File: config.mk
export PLATFORM = sky130hd
export DESIGN_NAME = cpu_control_fsm
export DESIGN_NICKNAME = d
export VERILOG_FILES = /design/src/rtl/cpu_pkg.sv /design/src/rtl/cu_decoder.sv /design/src/rtl/cpu_control_fsm.sv
export SDC_FILE = /design/constraint.sdc
export NUM_CORES = 1
export LEC_CHECK = 0
export CAP_MARGIN = 20
export CORE_UTILIZATION = 40
export CTS_BUF_LIST = sky130_fd_sc_hd__clkbuf_2 sky130_fd_sc_hd__clkbuf_4 sky130_fd_sc_hd__clkbuf_8
export DETAILED_ROUTE_END_ITERATION = 8
export PLACE_DENSITY_LB_ADDON = 0.12
export SYNTH_ARGS = -nofsm -noshare
export SYNTH_HDL_FRONTEND = slang
export SYNTH_HIERARCHICAL = 1
export SYNTH_SLANG_ARGS = --single-unit
File: constraint.sdc
create_clock -name Clock -period 2.5 [get_ports Clock]
set_input_delay 0.375 -clock Clock [delete_from_list [all_inputs] [get_ports Clock]]
set_output_delay 0.375 -clock Clock [all_outputs]
set_load 0.005 [all_outputs]
File: src/rtl/cpu_pkg.sv
// Shared types for the CPU control path: opcodes, control-FSM states, ALU selects.
// Latency: none (types and constants only).
// Backpressure: none.
package cpu_pkg;

    typedef enum logic [3:0] {
        OP_NOOP  = 4'h0,
        OP_LOAD  = 4'h1,
        OP_STORE = 4'h2,
        OP_ADD   = 4'h3,
        OP_SUB   = 4'h4,
        OP_AND   = 4'h5,
        OP_OR    = 4'h6,
        OP_XOR   = 4'h7,
        OP_NAND  = 4'h8,
        OP_SHL   = 4'h9,
        OP_SHR   = 4'hA,
        OP_ROL   = 4'hB,
        OP_ROR   = 4'hC,
        OP_BZ    = 4'hD,
        OP_JMP   = 4'hE,
        OP_HALT  = 4'hF
    } opcode_t;

    typedef enum logic [3:0] {
        ST_INIT   = 4'd0,
        ST_FETCH  = 4'd1,
        ST_DECODE = 4'd2,
        ST_LOAD_A = 4'd3,
        ST_LOAD_B = 4'd4,
        ST_STORE  = 4'd5,
        ST_EXEC   = 4'd6,
        ST_BRANCH = 4'd7,
        ST_HALT   = 4'd8
    } state_t;

    // ALU select codes: PASS_A forwards the A operand (used for the BZ zero test),
    // the arithmetic/logic ops follow opcode order starting at ADD.
    localparam logic [3:0] ALU_PASS_A = 4'h0;
    localparam logic [3:0] ALU_ADD    = 4'h1;

endpackage

File: src/rtl/cu_decoder.sv
// Instruction field extraction and opcode-class flags for the control FSM.
// Latency: purely combinational, zero cycles.
// Backpressure: none; outputs follow IR directly.
module cu_decoder
    import cpu_pkg::*;
#(
    parameter int IR_W      = 16,
    parameter int D_ADDR_W  = 8,
    parameter int RF_ADDR_W = 4,
    parameter int ALU_S_W   = 4
) (
    input  logic [IR_W-1:0]      ir,
    output logic [RF_ADDR_W-1:0] rf_lo,
    output logic [RF_ADDR_W-1:0] rf_mid,
    output logic [RF_ADDR_W-1:0] rf_hi,
    output logic [RF_ADDR_W-1:0] rf_reg,
    output logic [D_ADDR_W-1:0]  addr_lo,
    output logic [D_ADDR_W-1:0]  addr_hi,
    output logic [ALU_S_W-1:0]   alu_sel,
    output logic                 is_noop,
    output logic                 is_load,
    output logic                 is_store,
    output logic                 is_alu,
    output logic                 is_bz,
    output logic                 is_jmp,
    output logic                 is_branch,
    output logic                 is_halt
);

    logic [3:0] opcode;
    logic [3:0] alu_code;

    assign opcode = ir[IR_W-1 -: 4];

    // Fields are packed from the LSB: the low register field is the write
    // destination, a data address sits either at the bottom (STORE/BZ/JMP)
    // or just above the destination register (LOAD).
    assign rf_lo   = ir[0 +: RF_ADDR_W];
    assign rf_mid  = ir[RF_ADDR_W +: RF_ADDR_W];
    assign rf_hi   = ir[2*RF_ADDR_W +: RF_ADDR_W];
    assign rf_reg  = ir[D_ADDR_W +: RF_ADDR_W];
    assign addr_lo = ir[0 +: D_ADDR_W];
    assign addr_hi = ir[RF_ADDR_W +: D_ADDR_W];

    // ALU ops are contiguous in the opcode map, so the select is an offset.
    assign alu_code = opcode - OP_ADD + ALU_ADD;
    assign alu_sel  = ALU_S_W'(alu_code);

    // Opcode class flags used by the FSM dispatch and retire logic.
    always_comb begin
        is_noop   = (opcode == OP_NOOP);
        is_load   = (opcode == OP_LOAD);
        is_store  = (opcode == OP_STORE);
        is_alu    = (opcode >= OP_ADD) && (opcode <= OP_ROR);
        is_bz     = (opcode == OP_BZ);
        is_jmp    = (opcode == OP_JMP);
        is_branch = is_bz || is_jmp;
        is_halt   = (opcode == OP_HALT);
    end

endmodule

File: src/rtl/cpu_control_fsm.sv
// Multi-cycle fetch/decode/execute control FSM with branch, sticky halt and retire counter.
// Latency: NOOP 2 cycles, LOAD 4, STORE/ALU/BZ/JMP 3; Moore outputs from registered state and IR.
// Backpressure: CU_SINGLE_STEP_EN makes FETCH wait for Step; without it Step is ignored.
module cpu_control_fsm
    import cpu_pkg::*;
#(
    parameter int IR_W      = 16,
    parameter int D_ADDR_W  = 8,
    parameter int RF_ADDR_W = 4,
    parameter int ALU_S_W   = 4,
    parameter int CNT_W     = 16
) (
    input  logic                 Clock,
    input  logic                 Reset,
    input  logic [IR_W-1:0]      IR,
    input  logic                 ALU_Zero,
    input  logic                 Step,
    output logic                 PC_CLR,
    output logic                 PC_LD,
    output logic                 PC_IC,
    output logic [D_ADDR_W-1:0]  PC_TARGET,
    output logic                 IR_LD,
    output logic [D_ADDR_W-1:0]  D_ADDR,
    output logic                 D_WR,
    output logic                 RF_S,
    output logic                 RF_W_EN,
    output logic [RF_ADDR_W-1:0] RF_A_ADDR,
    output logic [RF_ADDR_W-1:0] RF_B_ADDR,
    output logic [RF_ADDR_W-1:0] RF_W_ADDR,
    output logic [ALU_S_W-1:0]   ALU_S,
    output logic                 Halted,
    output logic [CNT_W-1:0]     Instr_Count
);

    state_t state;
    state_t state_nxt;

    logic [RF_ADDR_W-1:0] rf_lo;
    logic [RF_ADDR_W-1:0] rf_mid;
    logic [RF_ADDR_W-1:0] rf_hi;
    logic [RF_ADDR_W-1:0] rf_reg;
    logic [D_ADDR_W-1:0]  addr_lo;
    logic [D_ADDR_W-1:0]  addr_hi;
    logic [ALU_S_W-1:0]   alu_sel;
    logic                 is_noop;
    logic                 is_load;
    logic                 is_store;
    logic                 is_alu;
    logic                 is_bz;
    logic                 is_jmp;
    logic                 is_branch;
    logic                 is_halt;
    logic                 fetch_go;
    logic                 retire;

    cu_decoder #(
        .IR_W      (IR_W),
        .D_ADDR_W  (D_ADDR_W),
        .RF_ADDR_W (RF_ADDR_W),
        .ALU_S_W   (ALU_S_W)
    ) u_dec (
        .ir        (IR),
        .rf_lo     (rf_lo),
        .rf_mid    (rf_mid),
        .rf_hi     (rf_hi),
        .rf_reg    (rf_reg),
        .addr_lo   (addr_lo),
        .addr_hi   (addr_hi),
        .alu_sel   (alu_sel),
        .is_noop   (is_noop),
        .is_load   (is_load),
        .is_store  (is_store),
        .is_alu    (is_alu),
        .is_bz     (is_bz),
        .is_jmp    (is_jmp),
        .is_branch (is_branch),
        .is_halt   (is_halt)
    );

`ifdef CU_SINGLE_STEP_EN
    assign fetch_go = Step;
`else
    logic unused_step;
    assign unused_step = Step;
    assign fetch_go    = 1'b1;
`endif

    // State register; reset drops straight to INIT even mid-instruction.
    always_ff @(posedge Clock or negedge Reset) begin
        if (!Reset) begin
            state <= ST_INIT;
        end else begin
            state <= state_nxt;
        end
    end

    // Next-state: DECODE dispatches on opcode class, HALT is sticky.
    always_comb begin
        state_nxt = state;
        case (state)
            ST_INIT:   state_nxt = ST_FETCH;
            ST_FETCH:  state_nxt = fetch_go ? ST_DECODE : ST_FETCH;
            ST_DECODE: begin
                if (is_load)        state_nxt = ST_LOAD_A;
                else if (is_store)  state_nxt = ST_STORE;
                else if (is_alu)    state_nxt = ST_EXEC;
                else if (is_branch) state_nxt = ST_BRANCH;
                else if (is_halt)   state_nxt = ST_HALT;
                else                state_nxt = ST_FETCH;
            end
            ST_LOAD_A: state_nxt = ST_LOAD_B;
            ST_LOAD_B: state_nxt = ST_FETCH;
            ST_STORE:  state_nxt = ST_FETCH;
            ST_EXEC:   state_nxt = ST_FETCH;
            ST_BRANCH: state_nxt = ST_FETCH;
            ST_HALT:   state_nxt = ST_HALT;
            default:   state_nxt = ST_INIT;
        endcase
    end

    // Moore output decode; anything not driven for a state stays 0.
    always_comb begin
        PC_CLR    = 1'b0;
        PC_LD     = 1'b0;
        PC_IC     = 1'b0;
        PC_TARGET = '0;
        IR_LD     = 1'b0;
        D_ADDR    = '0;
        D_WR      = 1'b0;
        RF_S      = 1'b0;
        RF_W_EN   = 1'b0;
        RF_A_ADDR = '0;
        RF_B_ADDR = '0;
        RF_W_ADDR = '0;
        ALU_S     = '0;
        Halted    = 1'b0;
        case (state)
            ST_INIT:   PC_CLR = 1'b1;
            ST_FETCH:  IR_LD  = fetch_go;
            ST_DECODE: PC_IC  = 1'b1;
            ST_LOAD_A, ST_LOAD_B: begin
                // Address held for both cycles so memory data is stable at the write.
                D_ADDR    = addr_hi;
                RF_S      = 1'b1;
                RF_W_ADDR = rf_lo;
                RF_W_EN   = (state == ST_LOAD_B);
            end
            ST_STORE: begin
                D_ADDR    = addr_lo;
                RF_A_ADDR = rf_reg;
                D_WR      = 1'b1;
            end
            ST_EXEC: begin
                RF_A_ADDR = rf_hi;
                RF_B_ADDR = rf_mid;
                RF_W_ADDR = rf_lo;
                ALU_S     = alu_sel;
                RF_W_EN   = 1'b1;
            end
            ST_BRANCH: begin
                // ALU passes the tested register through so ALU_Zero reflects it.
                PC_TARGET = addr_lo;
                RF_A_ADDR = rf_reg;
                ALU_S     = ALU_S_W'(ALU_PASS_A);
                PC_LD     = is_jmp || (is_bz && ALU_Zero);
            end
            ST_HALT:   Halted = 1'b1;
            default:   ;
        endcase
    end

    // Last cycle of each instruction; NOOP and HALT finish in DECODE.
    assign retire = ((state == ST_DECODE) && (is_noop || is_halt)) ||
                    (state == ST_LOAD_B) || (state == ST_STORE) ||
                    (state == ST_EXEC)   || (state == ST_BRANCH);

    // Retired-instruction counter, wraps naturally.
    always_ff @(posedge Clock or negedge Reset) begin
        if (!Reset) begin
            Instr_Count <= '0;
        end else if (retire) begin
            Instr_Count <= Instr_Count + CNT_W'(1);
        end
    end

endmodule

## Yosys cells after proc, flatten, opt, wreduce, memory -nomap -nowiden

Cells that the tools add are included.

| storage, ports and cells | value |
|---|---|
| logic and storage cells | 56 |
| register bits after elaboration | 20 |
| input port bits | 20 |
| output and inout bits | 56 |

| operators by class | value |
|---|---|
| reductions and logical operators | 16 |
| order comparisons | 2 |
| add/subtract/negate cells | 3 |
| multiplexer cells | 20 |
| eq/ne operators | 13 |

Operators with widths:

| operator | number |
|---|---|
| 4-bit 2-to-1 mux | 9 |
| 4-bit case mux with 5 select lines | 1 |
| 16-bit by 1-bit adder with 16-bit output (second input constant) | 1 |
| 4-bit by 3-bit == test with 1-bit output (second input constant) | 4 |
| 4-bit == test (second input constant) | 4 |
| 8-bit case mux with 2 select lines | 1 |
| 4-bit by 2-bit == test with 1-bit output (second input constant) | 3 |
| 4-bit by 1-bit == test with 1-bit output (second input constant) | 2 |
| 4-bit logical NOT | 2 |
| 8-bit 2-to-1 mux | 1 |
| 1-bit logical OR | 7 |
| 1-bit 2-to-1 mux | 7 |
| 3-bit OR reduction | 2 |
| 5-bit OR reduction | 1 |
| 4-bit by 1-bit adder with 4-bit output (second input constant) | 1 |
| 4-bit by 2-bit >= comparator with 1-bit output (second input constant) | 1 |
| 4-bit less-or-equal comparator (second input constant) | 1 |
| 4-bit by 2-bit subtractor with 4-bit output (second input constant) | 1 |
| 1-bit logical AND | 3 |
| 1-bit case mux with 2 select lines | 1 |
| 2-bit OR reduction | 1 |

## Longest topological paths before layout

Gate-level depths: netlist of the first run.

| logic depth | value |
|---|---|
| depth in word-level cells | 7 |
| depth in mapped cells | 7 |
| mapped depth without buffers | 7 |

## Modules after synthesis

Netlist of the first run, hierarchy kept.

By module, submodules not included:

| module | cells each | area an instance (um2) | instances |
|---|---|---|---|
| cpu_control_fsm | 140 | 1,301.2 | 1 |
| cu_decoder | 52 | 349.1 | 1 |

## Least setup slack after synthesis of the first run

OpenSTA, ideal clock, no wires.

| timing path | value |
|---|---|
| kind | reg2out |
| start point | register state[0] |
| end point | output port D_ADDR[0] |
| arrival time | 1.315 ns |
| setup slack | 0.810 ns |
| cell stages (with the launch flop) | 5 |
| required time | 2.125 ns |
| path through | dfrtp_1 > nand2b_1 > or2_2 > a21oi_2 > a22o_1 |

| on the way | value |
|---|---|
| cells in the longest elaborated chain, start to end | 3 |

Ends and longest elaborated chain:

| item | RTL line | text |
|---|---|---|
| start: declaration | cpu_control_fsm.sv:35 | `state_t state;` |
| start signal: assignment | cpu_control_fsm.sv:93 | `state <= state_nxt;` |
| 4-bit by 3-bit == test with 1-bit output or 4-bit by 2-bit == test with 1-bit output (tied branches) | cpu_control_fsm.sv:137 | `case (state)` |
| 2-bit OR reduction | cpu_control_fsm.sv:137 |  |
| 8-bit case mux with 2 select lines * | cpu_control_fsm.sv:137 |  |
| end: declaration | cpu_control_fsm.sv:23 | `output logic [D_ADDR_W-1:0] D_ADDR,` |

Every way passes the cells marked *; elsewhere a longest branch is shown, timed or not.

## Worst setup path in the final report of the first run

| timing path | value |
|---|---|
| start point | register state[0] |
| end point | output port D_ADDR[2] |

The elaborated chain is that of the path after synthesis.

==> summary.md, run 1 <==
| Metric | Value |
|---|---|
| Worst-margin pin slew | `0.460 ns` |
| Finish-stage setup viols | `0` |
| GPL Wtd Cong | `0.746` |
| R2r startpoint | `state[0]` |
| Ys flop type | `dfrtp_1` |
| Leakage | `about 0.99 nW` |
| Worst-path fanout max | `5` |
| Post-synth ARST share | `between 90% and 100%` |
| DRC violation count after routing | `0` |
| Iter 0 DRT Violations | `48` |
| H-tree levels | `1` |
| Die Height | `approximately 66 um` |
| Routed vias/inst | `approximately 5.1` |
| PortBufs | `74` |
| First-pass GRT wire length | `6390 um` |
| Most common cell after layout, fill and taps aside | `clkdlybuf4s50_1` |
| Pwr per Cell Area | `800 mW/mm2` |
| Worst endpoint required time | `about 2.1 ns` |
| Synthesis warning total | `6` |
| Max Cap Violations | `0` |
| Ant. Diodes | `0` |
| Seq cells post-synth | `20` |
| Die area | `approximately 0.0044 mm2` |
| Starting density of the core | `between 40% and 50%` |
| Syn_area_per_cell | `around 8.6 um2` |
| Detailed-route via count | `1474` |
| Share of cells above drive strength 1 | `between 10% and 20%` |
| Kind of critical path | `reg -> out` |
| Synth unique cells | `37` |
| Status | `completed` |
| Vias in the first global route | `between 1000 and 1500` |
| Total CTS buffers | `3` |
| Slew HR | `~69%` |
| Clock Sinks | `20` |
| F_max | `a little over 0.4 GHz` |
| CP Launch Type | `flip-flop` |
| Crit path launch | `state[0]` |
| GR Util All Layers | `18.4%` |
| Cells after synthesis | `between 150 and 200` |
| Crit path capture type | `output pin` |
| Post-DP HPWL | `between 2000 and 3000 um` |
| Design area | `roughly 0.0024 mm2` |
| Antenna violations before repair | `0` |
| Layout Nets | `around 260` |
| Fillcell total | `321` |
| Fin crit period | `around 2.4 ns` |
| Commonest cells after routing, fill and taps aside | `70 x clkdlybuf4s50_1, 21 x and2_1, 19 x dfrtp_1` |
| Antenna-violating nets left | `0` |
| Post-synth EDFFs | `0` |
| Fin Clk Skew | `around 0.0019 ns` |
| Max Slew Vio Count | `0` |
| Overflow left after global routing | `0` |
| Syn nets | `between 200 and 250` |
| Mean routed wirelength per cell | `about 14 um` |
| CTS tree | `built` |
| Hold/Removal Path Class | `in -> async` |
| CTS max path bufs | `2` |
| RSZ-0062 raised after global routing | `true` |
| Routed WL | `3920 um` |
| Worst-skew pair later-pin latency | `approximately 0.25 ns` |
| Cell Area, Synth | `~0.0017 mm2` |
| Peak VDD IR | `between 400 and 500 uV` |
| Final Power | `~1.9 mW` |
| Core region area | `0.00380 mm2` |
| Post-synthesis sequential area ratio | `30.3%` |
| Ports | `76` |
| Placed cell area | `around 0.0022 mm2` |
| Clock root cell | `clkbuf_8` |
| First-pass iteration count of the detailed router | `4` |
| Final Hold Viols | `0` |
| Tcrit/Tclk final | `a little over nine tenths` |
| FP Rows | `22` |
| Area Growth Syn to Fin | `42.8%` |
| WP data arrival | `between 2 and 2.5 ns` |
| Largest net degree at the start of global routing | `21` |
| Reg clk slew, reported paths | `approximately 0.07 ns` |
| Die W | `66.2 um` |
[worst paths after layout]
path                                   end  slack [ns]  depth (start not counted)
max reg2reg                 Instr_Count[1]        0.80                          5
min in group Clock         Instr_Count[15]        0.48                          1
max in group asynchronous         state[1]        1.82                          2
min                               state[2]        0.46                          2
max                              D_ADDR[2]        0.07                          6
min reg2reg                Instr_Count[15]        0.48                          1
[area by class of cell]
| type | count | area [um2] | share of cell area [%] |
|---|---|---|---|
| Multi-Input combinational cell | 131 | 907 | 38.5 |
| Tap cell | 48 | 60.1 | 2.55 |
| Sequential cell | 20 | 502 | 21.3 |
| Timing Repair Buffer | 82 | 818 | 34.7 |
| Clock buffer | 4 | 55.1 | 2.34 |
| Inverter | 4 | 15.0 | 0.637 |
[where the power goes]
group / internal [mW] / total [mW] / switching, mW
clock network: 0.140 / 0.243 / 0.103
logic: 0.675 / 1.15 / 0.479
registers: 0.396 / 0.488 / 0.0922
total: 1.21 / 1.89 / 0.674
[synthesized netlist by cell type, drive strengths merged, types with 2 or more instances]
master	instances	area (um2)
or2	3	18.8
a22oi	4	30.0
clkbuf	3	11.3
dfrtp	20	500
a22o	8	70.1
nand2	8	30.0
inv	4	15.0
nand3	5	25.0
nand4	6	37.5
xor2	3	26.3
nor2	21	83.8
and2	21	131
buf	35	258
ha	2	25.0
nand2b	5	31.3
xnor2	13	114
a21oi	5	40.0
nor4	3	33.8
and3	3	18.8
nor4b	3	26.3
nor3	8	51.3
[worst max-delay path, stage by stage (launching register included)]
cell and delay (ns):
dfrtp_1 0.40, nand2b_4 0.16, or2_2 0.30, a21oi_4 0.18
buf_6 0.14, a22o_1 0.13, clkdlybuf4s50_1 0.49
[flip-flops by register name (all words and copies together), names as in the netlist]
signal and cells:
Instr_Count 16, state 4
[what timing repair did]
item	CTS	global route
pin swaps	1	2
endpoints found under the hold margin	0	0
setup endpoints to repair	10	27
setup buffers	0	3
cloned	0	1
hold buffers	0	0
gates resized for setup	2	15
[logic make-up (layout without fill, tap and decap cells)]
group                    count (synthesis)  in the layout  share of synthesized area [%]
AO/OA/AOI/OAI                           23             23                           11.1
XOR/XNOR                                16             16                           8.49
adder cells (fa/ha/maj)                  2              2                           1.52
buffers and inverters                   42             90                           17.2
flip-flops                              20             20                           30.3
multiplexers                             1              1                          0.682
AND/OR/NAND/NOR                         88             89                           30.6
[per-layer routing]
| layer | GRT usage [%] | share of wire, % | routed length [um] | up-vias |
|---|---|---|---|---|
| met5 | 0 | 0 | 0 | - |
| li1 | - | - | - | 731 |
| met4 | 4.79 | 0.69 | 27 | 0 |
| met3 | 3.10 | 6.6 | 258 | 2 |
| met1 | 22.4 | 43 | 1690 | 689 |
| met2 | 33.3 | 49 | 1940 | 52 |
[through the flow]
step                      hold WS, ns  setup TNS (ns)  std cells  utilization (%)  worst slack, ns
after floorplan                0.0794               0        192                -            0.810
after global placement          0.461               0        281             58.4            0.169
after detailed placement        0.467               0        281             58.4            0.113
after CTS                       0.471        -0.00241        285             60.1         -0.00241
after global routing            0.482          -0.141        289             62.1          -0.0335
final                           0.463               0        289             62.1           0.0682
Note: power is estimated with default switching activity, not from simulation.
==> run 2: changes to the inputs <==
--- a/config.mk
+++ b/config.mk
@@ -6,7 +6,9 @@
 export NUM_CORES = 1
 export LEC_CHECK = 0
 export CAP_MARGIN = 20
-export CORE_UTILIZATION = 40
+export CELL_PAD_IN_SITES_DETAIL_PLACEMENT = 1
+export CELL_PAD_IN_SITES_GLOBAL_PLACEMENT = 1
+export CORE_UTILIZATION = 33
 export CTS_BUF_LIST = sky130_fd_sc_hd__clkbuf_2 sky130_fd_sc_hd__clkbuf_4 sky130_fd_sc_hd__clkbuf_8
 export DETAILED_ROUTE_END_ITERATION = 8
 export PLACE_DENSITY_LB_ADDON = 0.12
==> run 2 against run 1 <==
Net effect: power increased by 3.6%; worst setup slack better by 0.028 ns; maximum frequency up 1.2%; via count stayed put; first-iteration DRC count grew 73%; clock power is 33% higher; register-to-register slack about the same; largest cell class unchanged.
==> summary.md, run 2 (synthesis results as in run 1) <==
| Metric | Value |
|---|---|
| Vias in the first global route | `1513 (was 1464)` |
| Hold/Removal Path Class | `in -> async (unchanged)` |
| Fin crit period | `2.40 ns (was 2.43 ns)` |
| Area Growth Syn to Fin | `43.9% (was 42.8%)` |
| Total CTS buffers | `3 (unchanged)` |
| Share of total power in combinational logic | `58.9% (was 61.2%)` |
| FP Rows | `25 (was 22)` |
| Reg clk slew, reported paths | `0.08 ns (was 0.07 ns)` |
| Most common cell after layout, fill and taps aside | `clkdlybuf4s50_1 (unchanged)` |
| Ant. Diodes | `0 (unchanged)` |
| Worst-path fanout max | `5 (unchanged)` |
| CTS max path bufs | `2 (unchanged)` |
| Mean routed wirelength per cell | `14.6 um (was 13.6 um)` |
| Leakage | `0.948 nW (was 0.990 nW)` |
| Iter 0 DRT Violations | `83 (was 48)` |
| PortBufs | `74 (unchanged)` |
| Clock root cell | `clkbuf_8 (unchanged)` |
| Die W | `72.7 um (was 66.2 um)` |
| Routed WL | `4460 um (was 3920 um)` |
| H-tree levels | `1 (unchanged)` |
| Die area | `0.00529 mm2 (was 0.00439 mm2)` |
| P_sw | `691 uW (was 674 uW)` |
| # hold bufs at CTS | `0 (unchanged)` |
| Post-DP HPWL | `3410 um (was 2900 um)` |
| Max Slew Vio Count | `0 (unchanged)` |
| RSZ-0062 raised after global routing | `true (unchanged)` |
| Kind of critical path | `reg -> out (unchanged)` |
| Ports | `76 (unchanged)` |
| Max Cap Violations | `0 (unchanged)` |
| Biggest register | `Instr_Count (unchanged)` |
| Crit path capture type | `output pin (unchanged)` |
| Core region area | `0.00475 mm2 (was 0.00380 mm2)` |
| Biggest regs | `Instr_Count (16), state (4) (unchanged)` |
| CP max-delay cell | `clkdlybuf4s50_1 (unchanged)` |
| Clock group share of total power | `16.5% (was 12.9%)` |
| Detailed-route via count | `1474 (unchanged)` |
| F_max | `0.416 GHz (was 0.411 GHz)` |
| Worst-skew pair later-pin latency | `0.26 ns (was 0.25 ns)` |
| Clock Sinks | `20 (unchanged)` |
| Final Hold Viols | `0 (unchanged)` |
| CTS tree | `built (unchanged)` |
| Worst-margin pin slew | `0.496 ns (was 0.460 ns)` |
| Status | `completed (unchanged)` |
| Final setup margin | `0.0965 ns (was 0.0682 ns)` |
| Peak VDD IR | `321 uV (was 441 uV)` |
| GPL Wtd Cong | `0.780 (was 0.746)` |
| Sw frac | `35.4% (was 35.8%)` |
| Commonest cells after routing, fill and taps aside | `72 x clkdlybuf4s50_1, 21 x and2_1, 20 x dfrtp_1 (was 70 x clkdlybuf4s50_1, 21 x and2_1, 19 x dfrtp_1)` |
| Pint | `1.26 mW (was 1.21 mW)` |
| Antenna-violating nets left | `0 (unchanged)` |
| Fin Clk Skew | `0.0106 ns (was 0.00189 ns)` |
| Area occupied by multi-input gates | `913 um2 (was 907 um2)` |
| Share of cells above drive strength 1 | `11.3% (was 12.4%)` |
| First-pass iteration count of the detailed router | `4 (unchanged)` |
| Finish-stage setup viols | `0 (unchanged)` |
| Antenna violations before repair | `0 (unchanged)` |
| DRC violation count after routing | `0 (unchanged)` |
| Worst endpoint required time | `2.12 ns (about the same)` |
| Starting density of the core | `34.7% (was 43.4%)` |
| CP Launch Type | `flip-flop (unchanged)` |
| Tcrit/Tclk final | `96.1% (was 97.3%)` |
| Layout Nets | `262 (was 264)` |
| Routed vias/inst | `4.82 (was 5.10)` |
| Design area | `0.00237 mm2 (was 0.00236 mm2)` |
| Worst path cell trace | `nand2b_1, or2_4, a21oi_4, a22o_1, clkdlybuf4s50_1 (was nand2b_4, or2_2, a21oi_4, buf_6, a22o_1, clkdlybuf4s50_1)` |
| CP peak stage delay | `0.50 ns (was 0.49 ns)` |
| GR Util All Layers | `17.3% (was 18.4%)` |
| Sequential power share | `24.6% (was 25.9%)` |
| DP Worst Slack | `0.0730 ns (was 0.113 ns)` |
| Overflow left after global routing | `0 (unchanged)` |
| WP data arrival | `2.03 ns (was 2.06 ns)` |
| Slew HR | `66.7% (was 69.1%)` |
| First-pass GRT wire length | `7200 um (was 6390 um)` |
| Max reg flops | `16 (unchanged)` |
| Die Height | `72.7 um (was 66.2 um)` |
| Fillcell total | `551 (was 321)` |
| Largest net degree at the start of global routing | `21 (unchanged)` |
| Pwr per Cell Area | `822 mW/mm2 (was 800 mW/mm2)` |
| Placed cell area | `0.00225 mm2 (was 0.00222 mm2)` |
| Register area | `500 um2 (was 502 um2)` |
-- run 2: changes by cell type in the layout (fill, tap and decap cells not counted), sizes merged --
cell           change
buf                -2
clkdlybuf4s50      +2
dlymetal6s2s       -2
a21oi              +1
bufinv             +1
clkbuf             -1
nor2               -1
-- run 2: final timing paths --
check                                start              end  slack (ns)  cells after the start
max in group asynchronous            Reset   Instr_Count[1]        1.83                      2
max reg2reg                       state[0]   Instr_Count[1]        0.79                      5
min in group Clock         Instr_Count[15]  Instr_Count[15]        0.48                      1
min reg2reg                Instr_Count[15]  Instr_Count[15]        0.48                      1
max                               state[0]        D_ADDR[6]         0.1                      5
min                                  Reset   Instr_Count[6]        0.45                      2
-- run 2: worst max-delay path, delay by kind of cell (launching register included) --
kind                   cells  cell delay, ns
flip-flops                 1            0.40
buffers and inverters      1            0.50
AND/OR/NAND/NOR            2            0.48
AO/OA/AOI/OAI              2            0.39
-- run 2: cell type report --
type	count	share of cell area, %
clock inverter	1	1.26
multi-input combinational	131	38.5
tap	67	3.53
sequential	20	21.1
clock buffer	3	1.74
timing repair buffer	80	33.3
inverter	4	0.632
-- run 2: power groups by stage --
stage                     clock network [mW]  registers (mW)  logic, mW
after floorplan                            0           0.473      0.533
after global placement                     0           0.474       1.07
after detailed placement                   0           0.479       1.08
after CTS                              0.328           0.480       1.13
after global routing                   0.344           0.494       1.25
final                                  0.322           0.480       1.15
-- run 2: metal layers --
metal	share of wire [%]	up-vias	GRT usage, %
met5	0	-	0
met4	2.2	0	7.19
met3	5.1	9	2.49
met2	52	48	31.7
met1	41	697	20.1
li1	-	720	-
-- run 2: per-stage QoR --
step	power [mW]	hold WS [ns]	utilization (%)	setup TNS [ns]	std cells
after CTS	1.93	0.454	49.3	-0.000953	305
after global placement	1.54	0.462	47.3	0	301
final	1.95	0.447	49.9	0	306
after detailed placement	1.56	0.475	47.3	0	301
after global routing	2.09	0.470	49.9	-0.0828	306
after floorplan	1.01	0.0794	-	0	192
-- run 2: repair_timing --
item,CTS,global route
resized for setup,5,7
endpoints found under the setup margin,24,25
buffers inserted,0,0
pin swaps,1,2
endpoints found under the hold margin,0,0
gates cloned,0,1
==> run 3: changes to the inputs <==
--- a/config.mk
+++ b/config.mk
@@ -11,7 +11,9 @@
 export CORE_UTILIZATION = 33
 export CTS_BUF_LIST = sky130_fd_sc_hd__clkbuf_2 sky130_fd_sc_hd__clkbuf_4 sky130_fd_sc_hd__clkbuf_8
 export DETAILED_ROUTE_END_ITERATION = 8
+export MAX_ROUTING_LAYER = met4
 export PLACE_DENSITY_LB_ADDON = 0.12
+export SKIP_CTS_REPAIR_TIMING = 1
 export SYNTH_ARGS = -nofsm -noshare
 export SYNTH_HDL_FRONTEND = slang
 export SYNTH_HIERARCHICAL = 1
==> run 3 against run 2 <==
Net effect: count of clock-buffer cells in the layout stayed put; die area is the same; critical path type unchanged; sequential share of layout area is 0.066 points lower.
==> summary.md, run 3 (synthesis results as in run 1) <==
| Metric | Value |
|---|---|
| Sequential power share | `24.5% (was 24.6%)` |
| Mean routed wirelength per cell | `14.6 um (about the same)` |
| Ant. Diodes | `0 (unchanged)` |
| Max Cap Violations | `0 (unchanged)` |
| Total CTS buffers | `3 (unchanged)` |
| Crit path capture type | `output pin (unchanged)` |
| Most common cell after layout, fill and taps aside | `clkdlybuf4s50_1 (unchanged)` |
| Clock Sinks | `20 (unchanged)` |
| Die area | `0.00529 mm2 (unchanged)` |
| Routed vias/inst | `4.85 (was 4.82)` |
| Largest delay share family, worst path | `buffers and inverters (unchanged)` |
| Worst-skew pair later-pin latency | `0.26 ns (about the same)` |
| Vias in the first global route | `1511 (was 1513)` |
| Cell count of the worst reg-to-reg path | `5 (unchanged)` |
| Antenna-violating nets left | `0 (unchanged)` |
| GPL Wtd Cong | `0.791 (was 0.780)` |
| Biggest regs | `Instr_Count (16), state (4) (unchanged)` |
| CP peak stage delay | `0.52 ns (was 0.50 ns)` |
| Fin crit period | `2.39 ns (was 2.40 ns)` |
| CP Launch Type | `flip-flop (unchanged)` |
| Kind of critical path | `reg -> out (unchanged)` |
| P_sw | `696 uW (was 691 uW)` |
| PortBufs | `74 (unchanged)` |
| Area Growth Syn to Fin | `44.4% (was 43.9%)` |
| Overflow left after global routing | `0 (unchanged)` |
| Fin Clk Skew | `0.0103 ns (was 0.0106 ns)` |
| Layout Nets | `263 (was 262)` |
| Post-DP HPWL | `3410 um (unchanged)` |
| CP max-delay cell | `clkdlybuf4s50_1 (unchanged)` |
| Tcrit/Tclk final | `95.6% (was 96.1%)` |
| Max Slew Vio Count | `0 (unchanged)` |
| Sw frac | `35.4% (about the same)` |
| Clock root cell | `clkbuf_8 (unchanged)` |
| Leakage | `0.944 nW (was 0.948 nW)` |
| Ports | `76 (unchanged)` |
| Final Instance Count excl. Fillers | `307 (was 306)` |
| WP data arrival | `2.01 ns (was 2.03 ns)` |
| Share of total power in combinational logic | `59.2% (was 58.9%)` |
| Slew HR | `66.8% (was 66.7%)` |
| Pwr per Cell Area | `825 mW/mm2 (was 822 mW/mm2)` |
| Largest net degree at the start of global routing | `21 (unchanged)` |
| CTS tree | `built (unchanged)` |
| Biggest register | `Instr_Count (unchanged)` |
| Worst path depth | `5 (unchanged)` |
| H-tree levels | `1 (unchanged)` |
| Worst endpoint required time | `2.12 ns (about the same)` |
| First-pass GRT wire length | `7160 um (was 7200 um)` |
| FP Rows | `25 (unchanged)` |
| Core region area | `0.00475 mm2 (unchanged)` |
| F_max | `0.418 GHz (was 0.416 GHz)` |
| Hold/Removal Path Class | `in -> async (unchanged)` |
| Detailed-route via count | `1488 (was 1474)` |
| Share of cells above drive strength 1 | `11.7% (was 11.3%)` |
| Starting density of the core | `34.7% (unchanged)` |
| Reg clk slew, reported paths | `0.08 ns (about the same)` |
| Commonest cells after routing, fill and taps aside | `72 x clkdlybuf4s50_1, 21 x and2_1, 20 x dfrtp_1 (unchanged)` |
| Iter 0 DRT Violations | `110 (was 83)` |
| RSZ-0062 raised after global routing | `true (unchanged)` |
| Routed WL | `4490 um (was 4460 um)` |
| Die W | `72.7 um (unchanged)` |
| Pint | `1.27 mW (was 1.26 mW)` |
| Max reg flops | `16 (unchanged)` |
| Clock group share of total power | `16.4% (was 16.5%)` |
| Finish-stage setup viols | `0 (unchanged)` |
| Die Height | `72.7 um (unchanged)` |
| GR Util All Layers | `17.7% (was 17.3%)` |
| Antenna violations before repair | `0 (unchanged)` |
| Crit path buf inv count | `1 (unchanged)` |
| First-pass iteration count of the detailed router | `4 (unchanged)` |
| CTS max path bufs | `2 (unchanged)` |
| Post-Place Cells | `301 (unchanged)` |
| Worst-margin pin slew | `0.494 ns (was 0.496 ns)` |
| Util after Layout | `50.1% (was 49.9%)` |
| DRC violation count after routing | `0 (unchanged)` |
| Status | `completed (unchanged)` |
| Worst-path fanout max | `5 (unchanged)` |
| Worst path cell trace | `nand2b_1, or2_4, a21oi_4, a22o_1, clkdlybuf4s50_1 (unchanged)` |
| Peak VDD IR | `320 uV (was 321 uV)` |
| Final Hold Viols | `0 (unchanged)` |
[run 3: cell types whose count changed in the layout (fill, tap and decap cells not counted)]
cell / before / now
buf_4: 6 / 7
[run 3: per-stage QoR]
step	hold slack [ns]	instance area (um2)	setup WS (ns)	TNS [ns]	power, mW
after floorplan	0.0794	1650	0.810	0	1.01
after global placement	0.462	2250	0.144	0	1.54
after detailed placement	0.475	2250	0.0730	0	1.56
after CTS	0.454	2320	-0.123	-1.67	1.90
after global routing	0.470	2380	-0.0434	-0.0719	2.10
final	0.448	2380	0.110	0	1.96
[run 3: layer usage]
metal  wire, um  up-vias  GRT usage, %
li1           -      721             -
met4         99        0          7.19
met3        191        9          1.66
met1       1900      704          20.7
met2       2300       54          31.3
met5          0        -             -
[run 3: final timing paths]
| kind | endpoint | startpoint | slack [ns] |
|---|---|---|---|
| max reg2reg | Instr_Count[1] | state[0] | 0.79 |
| max | D_ADDR[5] | state[0] | 0.11 |
| max in group asynchronous | Instr_Count[1] | Reset | 1.83 |
| min in group Clock | Instr_Count[15] | Instr_Count[15] | 0.48 |
| min reg2reg | Instr_Count[15] | Instr_Count[15] | 0.48 |
| min | Instr_Count[6] | Reset | 0.45 |
[run 3: power groups by stage]
stage	combinational [mW]	clock, mW	sequential [mW]
detailed placement	1.08	0	0.479
CTS	1.10	0.328	0.480
global route	1.26	0.344	0.494
global placement	1.07	0	0.474
floorplan	0.533	0	0.473
finish	1.16	0.322	0.480
[run 3: layout make-up]
class                           count  area (um2)
Tap cell                           67        83.8
Multi-Input combinational cell    131         913
Inverter                            4        15.0
Clock buffer                        3        41.3
Sequential cell                    20         500
Fill cell                         550        2370
Clock inverter                      1        30.0
Timing Repair Buffer               81         798
